## config.mk

```make
export PLATFORM = sky130hd
export DESIGN_NAME = fusion_stream_out
export DESIGN_NICKNAME = d
export VERILOG_FILES = /design/src/rtl/fusion_pkg.sv /design/src/rtl/skid_fifo2.sv /design/src/rtl/fusion_stream_out.sv
export SDC_FILE = /design/constraint.sdc
export NUM_CORES = 1
export LEC_CHECK = 0
export BUFFER_PORTS_ARGS = -buffer_cell sky130_fd_sc_hd__buf_2
export CAP_MARGIN = 10
export CELL_PAD_IN_SITES_DETAIL_PLACEMENT = 0
export CELL_PAD_IN_SITES_GLOBAL_PLACEMENT = 1
export CORE_UTILIZATION = 40
export CTS_CLUSTER_SIZE = 40
export DETAILED_ROUTE_END_ITERATION = 10
export GPL_TIMING_DRIVEN = 0
export PLACE_DENSITY_LB_ADDON = 0.08
export SKIP_LAST_GASP = 1
export SLEW_MARGIN = 20
export SYNTH_ARGS = -nofsm -noshare
export SYNTH_HDL_FRONTEND = slang
export SYNTH_SLANG_ARGS = --single-unit
```

## constraint.sdc

```tcl
create_clock -name clk -period 4.41 [get_ports clk]
set_clock_uncertainty 0.2 [all_clocks]
set_input_delay 0.882 -clock clk [delete_from_list [all_inputs] [get_ports clk]]
set_output_delay 0.882 -clock clk [all_outputs]
set_load 0.005 [all_outputs]
```

## src/rtl/fusion_pkg.sv

```systemverilog
// fusion_pkg: shared constants and sizing helpers for the fusion chain; stall=1 freezes every fusion stage and the upstream source
package fusion_pkg;
  localparam int PIXEL_W = 8;
  function automatic int row_beats(input int image_dim, input int pixels_per_beat);
    return image_dim / pixels_per_beat;
  endfunction
  function automatic int clog2(input int n);
    return n > 1 ? $clog2(n) : 1;
  endfunction
endpackage

```

## src/rtl/skid_fifo2.sv

```systemverilog
// skid_fifo2: two-entry FIFO exposing head data, occupancy and full
module skid_fifo2 #(
  parameter int DATA_WIDTH = 128
) (
  input  logic                  clk,
  input  logic                  rst_n,
  input  logic                  push,
  input  logic                  pop,
  input  logic [DATA_WIDTH-1:0] din,
  output logic [DATA_WIDTH-1:0] head,
  output logic [1:0]            count,
  output logic                  full
);
  logic [DATA_WIDTH-1:0] mem [2];
  logic wr_ptr, rd_ptr;
  // pointers and occupancy; the owner never pushes when full nor pops when empty
  always_ff @(posedge clk or negedge rst_n)
    if (!rst_n) begin
      wr_ptr <= 1'b0;
      rd_ptr <= 1'b0;
      count  <= 2'd0;
    end else begin
      wr_ptr <= wr_ptr ^ push;
      rd_ptr <= rd_ptr ^ pop;
      count  <= count + {1'b0, push} - {1'b0, pop};
    end
  // storage is unreset; its contents are qualified by count
  always_ff @(posedge clk)
    if (push) mem[wr_ptr] <= din;
  assign head = mem[rd_ptr];
  assign full = count == 2'd2;
endmodule

```

## src/rtl/fusion_stream_out.sv

```systemverilog
// fusion_stream_out: AXI4-Stream video master behind the two-stage stall-gated fusion datapath
module fusion_stream_out
  import fusion_pkg::*;
#(
  parameter int PIXELS_PER_BEAT = 16,
  parameter int IMAGE_DIM       = 512,
  parameter int DATA_WIDTH      = PIXEL_W * PIXELS_PER_BEAT
) (
  input  logic                  clk,
  input  logic                  rst_n,
  input  logic                  in_valid,
  input  logic [DATA_WIDTH-1:0] fused_frame,
  output logic                  stall,
  output logic [DATA_WIDTH-1:0] m_tdata,
  output logic                  m_tvalid,
  input  logic                  m_tready,
  output logic                  m_tlast,
  output logic                  m_tuser,
  output logic                  frame_done
);
  localparam int ROW_BEATS = row_beats(IMAGE_DIM, PIXELS_PER_BEAT);
  localparam int CW = clog2(ROW_BEATS);
  localparam int RW = clog2(IMAGE_DIM);
  localparam logic [CW-1:0] COL_LAST = CW'(ROW_BEATS - 1);
  localparam logic [RW-1:0] ROW_LAST = RW'(IMAGE_DIM - 1);
  if (IMAGE_DIM % PIXELS_PER_BEAT != 0) begin : g_bad_dim
    $error("IMAGE_DIM must be a multiple of PIXELS_PER_BEAT");
  end
  logic          v1, v2, push, pop, col_end, frame_end;
  logic [1:0]    count;
  logic [CW-1:0] col;
  logic [RW-1:0] row;
  assign push      = v2 & ~stall;
  assign pop       = m_tvalid & m_tready;
  assign m_tvalid  = count != 2'd0;
  assign col_end   = col == COL_LAST;
  assign frame_end = col_end & (row == ROW_LAST);
  assign m_tlast   = col_end;
  assign m_tuser   = (col == '0) & (row == '0);
  skid_fifo2 #(.DATA_WIDTH(DATA_WIDTH)) u_fifo (
    .clk   (clk),
    .rst_n (rst_n),
    .push  (push),
    .pop   (pop),
    .din   (fused_frame),
    .head  (m_tdata),
    .count (count),
    .full  (stall)
  );
  // validity shadow of the fusion block's two stall-gated register stages
  always_ff @(posedge clk or negedge rst_n)
    if (!rst_n) {v1, v2} <= 2'b00;
    else if (!stall) {v1, v2} <= {in_valid, v1};
  // head-beat position advances only on acceptance; frame_done follows the last beat of a frame
  always_ff @(posedge clk or negedge rst_n)
    if (!rst_n) begin
      col        <= '0;
      row        <= '0;
      frame_done <= 1'b0;
    end else begin
      frame_done <= pop & frame_end;
      if (pop) begin
        col <= col_end ? '0 : col + 1'b1;
        if (col_end) row <= frame_end ? '0 : row + 1'b1;
      end
    end
endmodule

```

# ---- After elaboration in Yosys (flattened, before gate mapping)
# Memories as Yosys holds them, arrays and structs flattened.
# Index checks and enable logic that the tools add are counted.
dict set report op_classes {
  n_mux 4
  div 0
  add_sub_neg 4
  reduce_logical 4
  n_shift 0
  n_mul 0
  n_eq_ne 3
  magnitude_cmp 0
  bitwise 8
}
# cell count
set ops {}
lappend ops {{9-bit by 1-bit adder with 9-bit output (second input constant)} 1}
lappend ops {{9-bit equality test (second input constant)} 1}
lappend ops {{9-bit logical NOT} 1}
lappend ops {{9-bit 2-to-1 mux} 1}
lappend ops {{5-bit by 1-bit adder with 5-bit output (second input constant)} 1}
lappend ops {{1-bit bitwise AND} 5}
lappend ops {{5-bit equality test (second input constant)} 1}
lappend ops {{5-bit logical NOT} 1}
lappend ops {{5-bit 2-to-1 mux} 1}
lappend ops {{2-bit by 1-bit adder with 2-bit output} 1}
lappend ops {{2-bit equality test (second input constant)} 1}
lappend ops {{1-bit 2-to-1 mux} 2}
lappend ops {{2-bit AND reduction} 1}
lappend ops {{2-bit nonzero test} 1}
lappend ops {{2-bit by 1-bit subtractor with 2-bit output} 1}
lappend ops {{1-bit XOR} 2}
lappend ops {{1-bit inverter} 1}
dict set report word_totals {
  mem_bits_rw 256
  reg_bits 21
  input_bits 132
  output_inout_bits 133
  romBits 0
  latch_bits 0
  mem_count 1
}
# name words width read_ports rd_ports_with_merged_regs write_ports line
set mem_list {}
lappend mem_list {u_fifo.mem 2 128 1 0 1 skid_fifo2.sv:14} ;# logic [DATA_WIDTH-1:0] mem [2];

# ---- Depth between registers and ports, before layout
# Gate-level depths: netlist of run 1.
dict set report depth {
  word_depth 5
  ltp_mapped 8
}

# ---- Cells and area by module
# A second synthesis of run 1 with hierarchy kept.
dict set report hier_totals {
  hier_cells 505
  hier_area_um2 10397.5
}
# module cells_each instances area_per_inst_um2
set by_module_without_submodules {}
lappend by_module_without_submodules {skid_fifo2 413 1 9484.1}
lappend by_module_without_submodules {fusion_stream_out 92 1 913.4}

# ---- Worst setup path before layout of run 1
# Ideal clock, no wire load.
dict set report synth_timing {
  path_type {reg2reg}
  start {register u_fifo.count[0]}
  end {memory u_fifo.mem[1][0] (enable)}
  setup_time_ns 0.503
  arrival_time_ns 3.914
  stages_incl_launch_ff 4
  slack_ns -0.207
  cell_sequence {dfrtp_1 > and2b_1 > nor2b_1 > ha_1}
}
dict set report synth_between {
  elab_chain_len 5
}
# item line
set synth_lines {}
lappend synth_lines {{start: declaration} skid_fifo2.sv:11} ;# output logic [1:0] count,
lappend synth_lines {{start signal: assignment} skid_fifo2.sv:25} ;# count <= count + {1'b0, push} - {1'b0, pop};
lappend synth_lines {{2-bit equality test} skid_fifo2.sv:31} ;# assign full = count == 2'd2;
lappend synth_lines {{net stall} fusion_stream_out.sv:13} ;# output logic stall,
lappend synth_lines {{1-bit inverter} fusion_stream_out.sv:33} ;# assign push = v2 & ~stall;
lappend synth_lines {{1-bit bitwise AND} fusion_stream_out.sv:33}
lappend synth_lines {{1-bit 2-to-1 mux} skid_fifo2.sv:29} ;# if (push) mem[wr_ptr] <= din;
lappend synth_lines {{1-bit 2-to-1 mux (implied by the code)} skid_fifo2.sv:29}
lappend synth_lines {{end: declaration} skid_fifo2.sv:14}
# The timed path passes the listed nets, and every way through them passes these cells.

# ---- Final worst setup path of run 1
dict set report layout_timing {
  start {register u_fifo.rd_ptr}
  end {output m_tdata[20]}
}
dict set report layout_between {
  elab_chain_len 1
}
# item line
set layout_lines {}
lappend layout_lines {{start: declaration} skid_fifo2.sv:15} ;# logic wr_ptr, rd_ptr;
lappend layout_lines {{start signal: assignment} skid_fifo2.sv:24} ;# rd_ptr <= rd_ptr ^ pop;
lappend layout_lines {{memory read 2 x 128 bit} --}
lappend layout_lines {{end: declaration} fusion_stream_out.sv:14} ;# output logic [DATA_WIDTH-1:0] m_tdata,
# Every way passes these cells.

==> key figures, run 1 <==
Setup path
  – R2r startpoint: u_fifo.count[0]$_DFF_PN0_
  – Crit path DAT: 2.41 ns
  – Reg-to-reg endpoint: u_fifo.mem[1][115]$_DFFE_PP_
  – Worst Reg-to-Reg Cells: 5
  – CP max FO: 10
  – Crit path cell chain: clkbuf_1 -> buf_2 -> mux2_2 -> buf_2
  – Top cell by count, worst path: buf_2
  – CP Data Required Time: 3.33 ns
  – Reg-to-reg slack, setup: 1.66 ns
  – Worst Setup EP: m_tdata[20]
  – Crit path launch: u_fifo.rd_ptr$_DFF_PN0_
  – Critical path's slowest cell: clkbuf_1
  – CP startpoint kind: flop
  – Slowest stage delay, CP: 0.61 ns
  – Crit. End Element: output port
  – CP Class: flop to output port

Timing
  – Rel. slew slack: 0.468
  – Fmax: 287 MHz
  – Final worst setup slack: 0.923 ns
  – Unrepaired setup endpoints after global routing: false
  – Measured slew at the worst slew-check pin: 0.798 ns
  – Hold Fails Final Rpt: 0
  – Fin crit share: 0.791
  – Period minus WS final: 3.49 ns
  – Setup Viol. Count Final: 0
  – Max-slew violations: 0

GRT
  – Global route overflow: 0
  – Vias in the first global route: 5766
  – Largest net degree at the start of global routing: 47
  – Total global-route track usage: 0.153
  – First-pass GRT wire length: 31100 um
  – Initial antenna violation count: 0

Floorplan
  – Chip height: 163 um
  – Row count: 58
  – IO Pins: 265
  – Starting density of the core: 0.409
  – Full die area: 0.0265 mm2
  – Width of the die: 163 um
  – Core ar.: 0.0253 mm2

Clock network
  – Hold buffers post-CTS: 0
  – CTS HTree Levels: 1
  – CTS resizes: 0
  – Worst skew pair latency: 0.53 ns
  – Clock Sinks: 277
  – Max Buffers Root-to-Sink: 3
  – Clock root cell: clkbuf_16
  – TritonCTS buffer count: 29
  – Post-CTS setup buffers: 0
  – Clock-pin slew on the worst setup and hold paths: 0.06 ns
  – CTS tree: built

Synthesis
  – Commonest register cell after synthesis: edfxtp_1
  – Mapped cell area: 0.0103 mm2
  – Synth cell types: 35
  – Yosys top cell by area: edfxtp_1
  – Asr flop ratio synth: 0.0758
  – Top-count cell post-synth: edfxtp_1
  – Syn avg cell area: 20.3 um2
  – Share of the synthesized area in the top cell type: 0.744
  – Commonest cells post-synth: edfxtp_1 (256), mux2_2 (132), dfrtp_1 (21)
  – #FFs+latches synth: 277
  – Post-synthesis sequential area ratio: 0.794
  – Synth area leaders: edfxtp_1 (74%), mux2_2 (14%), dfrtp_1 (5.1%)
  – EDFF count, synth: 256
  – Synthesized instance count: 510
  – Yosys warns: 0
  – Net Count, Synth: 652

Placed design
  – Placer Congestion: 0.717
  – Pre-CTS setup slack: 1.41 ns
  – IO buf count: 264
  – HPWL after detailed placement: 14400 um

Final layout
  – Synth-to-layout area growth: 27.4%
  – Fraction of layout cells with a size suffix above 1: 0.550
  – Ant. Diodes: 0
  – Final #Nets: 953

Route
  – Via count: 5484
  – # DRC: 0
  – Total iterations of the first detailed-routing run: 4
  – Vias per cell: 4.72
  – DRT antenna net count: 0
  – Initial DRC count: 327
  – Routed WL: 20800 um
  – Avg WL per Cell: 17.9 um

Power
  – Leakage: 5.02 nW
  – Max IR drop VDD: 414 uV
  – Tot Pwr: 9.26 mW
  – Power density over the cells: 703 mW/mm2

Worst hold path
  – Class of the worst hold path: input pin to async pin

Run
  – Max Cap Violations: 0

Run status
  – Outcome: finished, final reports clean
-- worst min path at each step --
stage | startpoint | to | slack (ns)
6_report | rst_n | v1$_DFFE_PN0N_ | 0.11
4_1_cts | rst_n | v1$_DFFE_PN0N_ | 0.11
5_1_grt | rst_n | v1$_DFFE_PN0N_ | 0.15
3_3_place_gp | v2$_DFFE_PN0N_ | v2$_DFFE_PN0N_ | 0.28
2_1_floorplan | col[3]$_DFFE_PN0P_ | col[3]$_DFFE_PN0P_ | 0.26
3_5_place_dp | v1$_DFFE_PN0N_ | v1$_DFFE_PN0N_ | 0.29
-- layout make-up --
type / count / area, um2
flip-flops and latches: 277 / 8210
fillers: 2115 / 12100
repair buffers: 270 / 1460
plain buffers: 16 / 76.3
clock inverters: 11 / 154
inverters: 12 / 45.0
clock buffers: 42 / 785
multi-input cells: 205 / 2030
well taps: 330 / 413
-- registers in the layout, indices dropped and copies added (netlist names) --
name           count
v2                 1
u_fifo.wr_ptr      1
u_fifo.mem       256
v1                 1
frame_done         1
row                9
col                5
u_fifo.rd_ptr      1
u_fifo.count       2
-- stage by stage --
step / std cells / hold WS, ns / setup TNS, ns / utilization / cell area [um2]
floorplan: 510 / 0.259 / -53.04 / - / 10300
global placement: 1104 / 0.283 / -490.79 / 0.478 / 12100
detailed placement: 1110 / 0.295 / 0 / 0.484 / 12200
CTS: 1163 / 0.105 / 0 / 0.522 / 13200
global route: 1163 / 0.149 / 0 / 0.522 / 13200
finish: 1163 / 0.114 / 0 / 0.522 / 13200
-- kinds of logic (layout without fill, tap and decap cells) --
logic type                 after synthesis  in the layout  synth area share
and+or+nand+nor                         37             37            0.0196
DFF                                    277            277             0.794
AOI/OAI and AO/OA                       21             21            0.0140
buffers and inverters                   28            351            0.0117
muxes                                  133            133             0.145
xor gates and xnor gates                 4              4           0.00339
adders and majority gates               10             10            0.0121
-- critical path: cells and delay by family, from the launching register on --
family                 cells  cell delay [ns]
buffers and inverters      3             1.14
DFF                        1             0.35
muxes                      1             0.38
-- routing by layer --
metal	GRT usage	share of wire	up-vias
li1	-	-	2603
met1	0.186	0.39	2689
met2	0.276	0.52	160
met3	0.0283	0.059	32
met4	0.0450	0.023	0
met5	0	0	-
-- power by group --
part	total (mW)	switching, mW	internal (mW)
combinational	2.78	1.43	1.35
sequential	4.09	0.213	3.88
clock	2.39	0.931	1.46
total	9.26	2.58	6.69
-- placed cells by master, fill, tap and decap left out, types with 2 or more instances in the layout --
master	count
buf_2	277
edfxtp_1	256
mux2_2	132
clkbuf_16	29
dfrtp_1	21
clkbuf_1	15
inv_1	12
nand2_1	9
ha_1	8
o21ai_0	7
nand3_1	5
nor4_1	4
bufinv_16	4
buf_12	4
xnor2_1	3
nor2b_1	3
o31ai_1	3
a21oi_1	3
nand2b_1	3
clkinv_1	3
clkinv_2	3
nor3_1	2
or2_2	2
nor2_1	2
or4_1	2
ha_4	2
buf_16	2
No activity file was read; power rests on OpenSTA's default activity.
==> inputs of run 2 (changes only) <==
clock period = 2.9 ns   (was 4.41 ns; I/O delays follow)
==> run 2 against run 1 <==
- sequential share of layout area decreased by 0.45 points
- critical path depth unchanged
- largest power group unchanged
- die area unchanged
- via count is 1.6% higher
- highest routed layer unchanged
- critical path type unchanged
==> key figures, run 2 (synthesis results as in run 1) <==
Floorplan
  – Chip height: 163 um
  – Width of the die: 163 um
  – Full die area: 0.0265 mm2
  – Row count: 58
  – Core ar.: 0.0253 mm2
  – IO Pins: 265
  – Starting density of the core: 0.409

Route
  – # DRC: 0
  – Vias per cell: 4.72
  – Total iterations of the first detailed-routing run: 4
  – DRT antenna net count: 0
  – Via count: 5570
  – Avg WL per Cell: 17.8 um
  – Routed WL: 21000 um
  – Initial DRC count: 250

Timing
  – Rel. slew slack: 0.639
  – Post-Route Setup TNS: 0 ns
  – Hold Fails Final Rpt: 0
  – Fmax: 363 MHz
  – Setup Viol. Count Final: 0
  – Max-slew violations: 0
  – Hold slack: 0.0246 ns
  – Measured slew at the worst slew-check pin: 0.538 ns
  – Unrepaired setup endpoints after global routing: false
  – Fin crit share: 0.951
  – Period minus WS final: 2.76 ns

Clock network
  – CTS tree: built
  – Clock-pin slew on the worst setup and hold paths: 0.06 ns
  – Clock Sinks: 277
  – Worst skew pair latency: 0.54 ns
  – Clock root cell: clkbuf_16
  – CTS HTree Levels: 1
  – TritonCTS buffer count: 29
  – Max Buffers Root-to-Sink: 3

Placed design
  – IO buf count: 264
  – Placer Congestion: 0.719
  – # placed instances: 1110
  – Placed cell areas: 0.0122 mm2
  – HPWL after detailed placement: 14200 um

Power
  – Power density over the cells: 1050 mW/mm2
  – Leakage: 5.07 nW
  – Int Pwr: 9.97 mW
  – Clock power share: 0.249
  – Max IR drop VDD: 593 uV
  – Sw Ratio: 0.283
  – P_sw: 3.94 mW
  – Gate power share: 0.305
  – Sequential power share: 0.447

Run
  – Max Cap Violations: 0

GRT
  – First-pass GRT wire length: 31500 um
  – Vias in the first global route: 5809
  – Total global-route track usage: 0.155
  – Largest net degree at the start of global routing: 38
  – Initial antenna violation count: 1
  – Global route overflow: 0

Final layout
  – Most common cell after layout, fill and taps aside: buf_2
  – Synth-to-layout area growth: 28.3%
  – Most frequent cells in the layout: buf_2 (276), edfxtp_1 (256), mux2_2 (132)
  – Fillers: 2105
  – Final #Nets: 967
  – Largest register FFs: 256
  – Largest Register: u_fifo.mem
  – Top Registers: u_fifo.mem: 256 flops, row: 9 flops, col: 5 flops
  – Final cell count without fillers: 1179
  – Fraction of layout cells with a size suffix above 1: 0.548
  – Final instance area: 0.0133 mm2

Setup path
  – Slowest stage delay, CP: 0.37 ns
  – Crit path cell chain: clkbuf_4 -> buf_2 -> mux2_2 -> buf_2
  – CP max FO: 10
  – Critical path's slowest cell: mux2_2
  – CP startpoint kind: flop
  – Crit. End Element: output port
  – Top cell by count, worst path: buf_2
  – CP Class: flop to output port
  – Crit path DAT: 1.98 ns
  – CP Data Required Time: 2.12 ns

Worst hold path
  – Class of the worst hold path: input pin to flop

Run status
  – Outcome: finished, final reports clean
## run 2: final timing paths
kind | to | depth (start not counted) | slack, ns | startpoint
min in group asynchronous | v1$_DFFE_PN0N_ | 2 | 0.35 | rst_n
max in group asynchronous | row[7]$_DFFE_PN0P_ | 2 | 1.80 | rst_n
hold / removal | u_fifo.mem[0][10]$_DFFE_PP_ | 1 | 0.02 | fused_frame[10]
hold reg to reg | v1$_DFFE_PN0N_ | 1 | 0.30 | v1$_DFFE_PN0N_
setup / recovery | m_tdata[12] | 4 | 0.14 | u_fifo.rd_ptr$_DFF_PN0_
setup reg to reg | u_fifo.mem[1][34]$_DFFE_PP_ | 6 | 0.18 | u_fifo.count[0]$_DFF_PN0_
## run 2: cell type report
| type | instances | area [um2] | share of cell area |
|---|---|---|---|
| Antenna cell | 1 | 2.50 | 0.000189 |
| Buffer | 16 | 82.6 | 0.00622 |
| Clock buffer | 34 | 744 | 0.0561 |
| Clock inverter | 20 | 150 | 0.0113 |
| Inverter | 12 | 45.0 | 0.00340 |
| Multi-Input combinational cell | 205 | 2030 | 0.153 |
| Sequential cell | 277 | 8210 | 0.619 |
| Tap cell | 330 | 413 | 0.0311 |
| Timing Repair Buffer | 284 | 1580 | 0.119 |
## run 2: timing repair
action | in CTS | in global routing
hold buffers | 5 | 7
endpoints found under the hold margin | 27 | 14
setup buffers | 2 | 0
endpoints found under the setup margin | 174 | 34
gates resized for setup | 3 | 1
pin swaps | 2 | 1
## run 2: metrics by stage
step / setup WS [ns] / power (mW) / util
after global placement: -1.30 / 10.4 / 0.478
after detailed placement: -0.0973 / 10.6 / 0.484
after CTS: 0.0460 / 14.1 / 0.522
after floorplan: -0.346 / 8.65 / -
after global routing: 0.00150 / 14.7 / 0.525
final: 0.141 / 13.9 / 0.525
## run 2: power groups by stage
stage / Combinational [mW] / Sequential, mW / Clock [mW]
6_report: 4.24 / 6.21 / 3.46
5_1_grt: 4.65 / 6.34 / 3.72
4_1_cts: 4.37 / 6.22 / 3.56
3_5_place_dp: 4.28 / 6.30 / 0
3_3_place_gp: 4.00 / 6.38 / 0
2_1_floorplan: 2.37 / 6.28 / 0
## run 2: worst max-delay path, delay by kind of cell, from the launching register on
kind / cells / cell delay, ns
buffers and inverters: 3 / 0.71
DFF: 1 / 0.35
muxes: 1 / 0.37
## run 2: layer usage
metal / global-route usage / share of wire / vias up
met3: 0.0308 / 0.063 / 35
met5: 0 / 0 / -
met2: 0.272 / 0.51 / 174
met1: 0.193 / 0.41 / 2728
li1: - / - / 2633
met4: 0.0446 / 0.018 / 0
==> inputs of run 3 (changes only) <==
CORE_ASPECT_RATIO = 0.9   (was not set)
TNS_END_PERCENT = 20   (was not set)
==> run 3 against run 2 <==
- clock-buffer cell count rose by 1
- utilization rose by 0.49 points
- non-clock buffer count up 6
- power rose by 1.6%
- first-iteration DRC count rose by 39%
- sequential power about the same
- via count about the same
- critical endpoint is now m_tdata[112]
==> key figures, run 3 (synthesis results as in run 1) <==
GRT
  – Largest net degree at the start of global routing: 48
  – Total global-route track usage: 0.157
  – Initial antenna violation count: 2
  – Global route overflow: 0
  – First-pass GRT wire length: 31800 um
  – Vias in the first global route: 5795

Placed design
  – IO buf count: 264
  – # placed instances: 1120
  – Placer Congestion: 0.740
  – HPWL after detailed placement: 14300 um
  – Placed cell areas: 0.0122 mm2

Timing
  – Period minus WS final: 2.75 ns
  – Rel. slew slack: 0.583
  – Hold Fails Final Rpt: 0
  – Fmax: 364 MHz
  – Setup Viol. Count Final: 0
  – Hold slack: 0.0313 ns
  – Unrepaired setup endpoints after global routing: false
  – Fin crit share: 0.947
  – Measured slew at the worst slew-check pin: 0.626 ns
  – Max-slew violations: 0
  – Post-Route Setup TNS: 0 ns

Worst hold path
  – Class of the worst hold path: input pin to flop

Clock network
  – Clock-pin slew on the worst setup and hold paths: 0.06 ns
  – CTS HTree Levels: 1
  – CTS tree: built
  – Clock Sinks: 277
  – TritonCTS buffer count: 29
  – Clock root cell: clkbuf_16
  – Worst skew pair latency: 0.53 ns
  – Max Buffers Root-to-Sink: 3

Route
  – # DRC: 0
  – Routed WL: 21000 um
  – Via count: 5572
  – Vias per cell: 4.68
  – Avg WL per Cell: 17.7 um
  – DRT antenna net count: 0
  – Initial DRC count: 348
  – Total iterations of the first detailed-routing run: 5

Final layout
  – Top Registers: u_fifo.mem: 256 flops, row: 9 flops, col: 5 flops
  – Final cell count without fillers: 1191
  – Synth-to-layout area growth: 29.5%
  – Fin util: 0.530
  – Fillers: 2093
  – Fraction of layout cells with a size suffix above 1: 0.539
  – Multi-input logic area: 0.00203 mm2
  – Final instance area: 0.0134 mm2
  – FF/Latch Area: 0.00821 mm2
  – Most common cell after layout, fill and taps aside: buf_2
  – Largest register FFs: 256
  – Largest Register: u_fifo.mem
  – Final #Nets: 973
  – Most frequent cells in the layout: buf_2 (277), edfxtp_1 (256), mux2_2 (132)

Run status
  – Outcome: finished, final reports clean

Setup path
  – Reg-to-reg slack, setup: 0.25 ns
  – Crit path DAT: 1.97 ns
  – CP Data Required Time: 2.12 ns
  – CP max FO: 10
  – CP startpoint kind: flop
  – Crit. End Element: output port
  – CP Class: flop to output port

Power
  – Leakage: 5.10 nW
  – Power density over the cells: 1050 mW/mm2
  – Max IR drop VDD: 964 uV

Floorplan
  – Width of the die: 171 um
  – Core ar.: 0.0253 mm2
  – Starting density of the core: 0.409
  – Full die area: 0.0265 mm2
  – Chip height: 155 um
  – IO Pins: 265
  – Row count: 55

Run
  – Max Cap Violations: 0
==> run 3: area by class of cell <==
class                           instances  share of cell area
Antenna cell                            1            0.000187
Buffer                                 16             0.00598
Clock buffer                           35              0.0559
Clock inverter                         13              0.0145
Inverter                               12             0.00336
Multi-Input combinational cell        205               0.152
Sequential cell                       277               0.613
Tap cell                              342              0.0320
Timing Repair Buffer                  290               0.123
==> run 3: report_power, final <==
group          internal, mW  leakage [nW]  switching [mW]
clock network          2.26         0.450            1.42
logic                  2.04          2.01            2.18
registers              5.90          2.64           0.324
total                  10.2          5.10            3.93
==> run 3: worst paths after layout <==
path                                                 to                       from  cells past startpoint
max                                        m_tdata[112]    u_fifo.rd_ptr$_DFF_PN0_                      4
min                          u_fifo.mem[0][6]$_DFFE_PP_             fused_frame[6]                      1
max reg2reg                u_fifo.mem[1][120]$_DFFE_PP_  u_fifo.count[0]$_DFF_PN0_                      4
min reg2reg                              v2$_DFFE_PN0N_             v1$_DFFE_PN0N_                      1
max in group asynchronous            row[6]$_DFFE_PN0P_                      rst_n                      2
min in group asynchronous          frame_done$_DFF_PN0_                      rst_n                      2
==> run 3: repair_timing <==
item	CTS	global route
gates resized for setup	2	0
endpoints found under the setup margin	100	0
hold buffers	22	0
setup buffers	0	0
endpoints found under the hold margin	59	0
==> run 3: per-stage QoR <==
stage / setup slack [ns] / total power, mW
finish: 0.154 / 14.1
global placement: -1.37 / 10.4
global route: 0.0388 / 14.9
floorplan: -0.346 / 8.65
CTS: 0.0853 / 14.4
detailed placement: 0.221 / 10.6
==> run 3: critical path: stages (launching register included) <==
cell and delay [ns]:
dfrtp_1 0.35, buf_2 0.25, buf_2 0.32, mux2_2 0.37, buf_2 0.14
==> run 3: layer usage <==
metal	global-route usage	routed length, um	up-vias	part of all wire
met3	0.0381	1340	44	0.064
met1	0.195	8680	2721	0.41
li1	-	-	2639	-
met5	0	13	-	0.00062
met2	0.269	10400	166	0.50
met4	0.0489	572	2	0.027
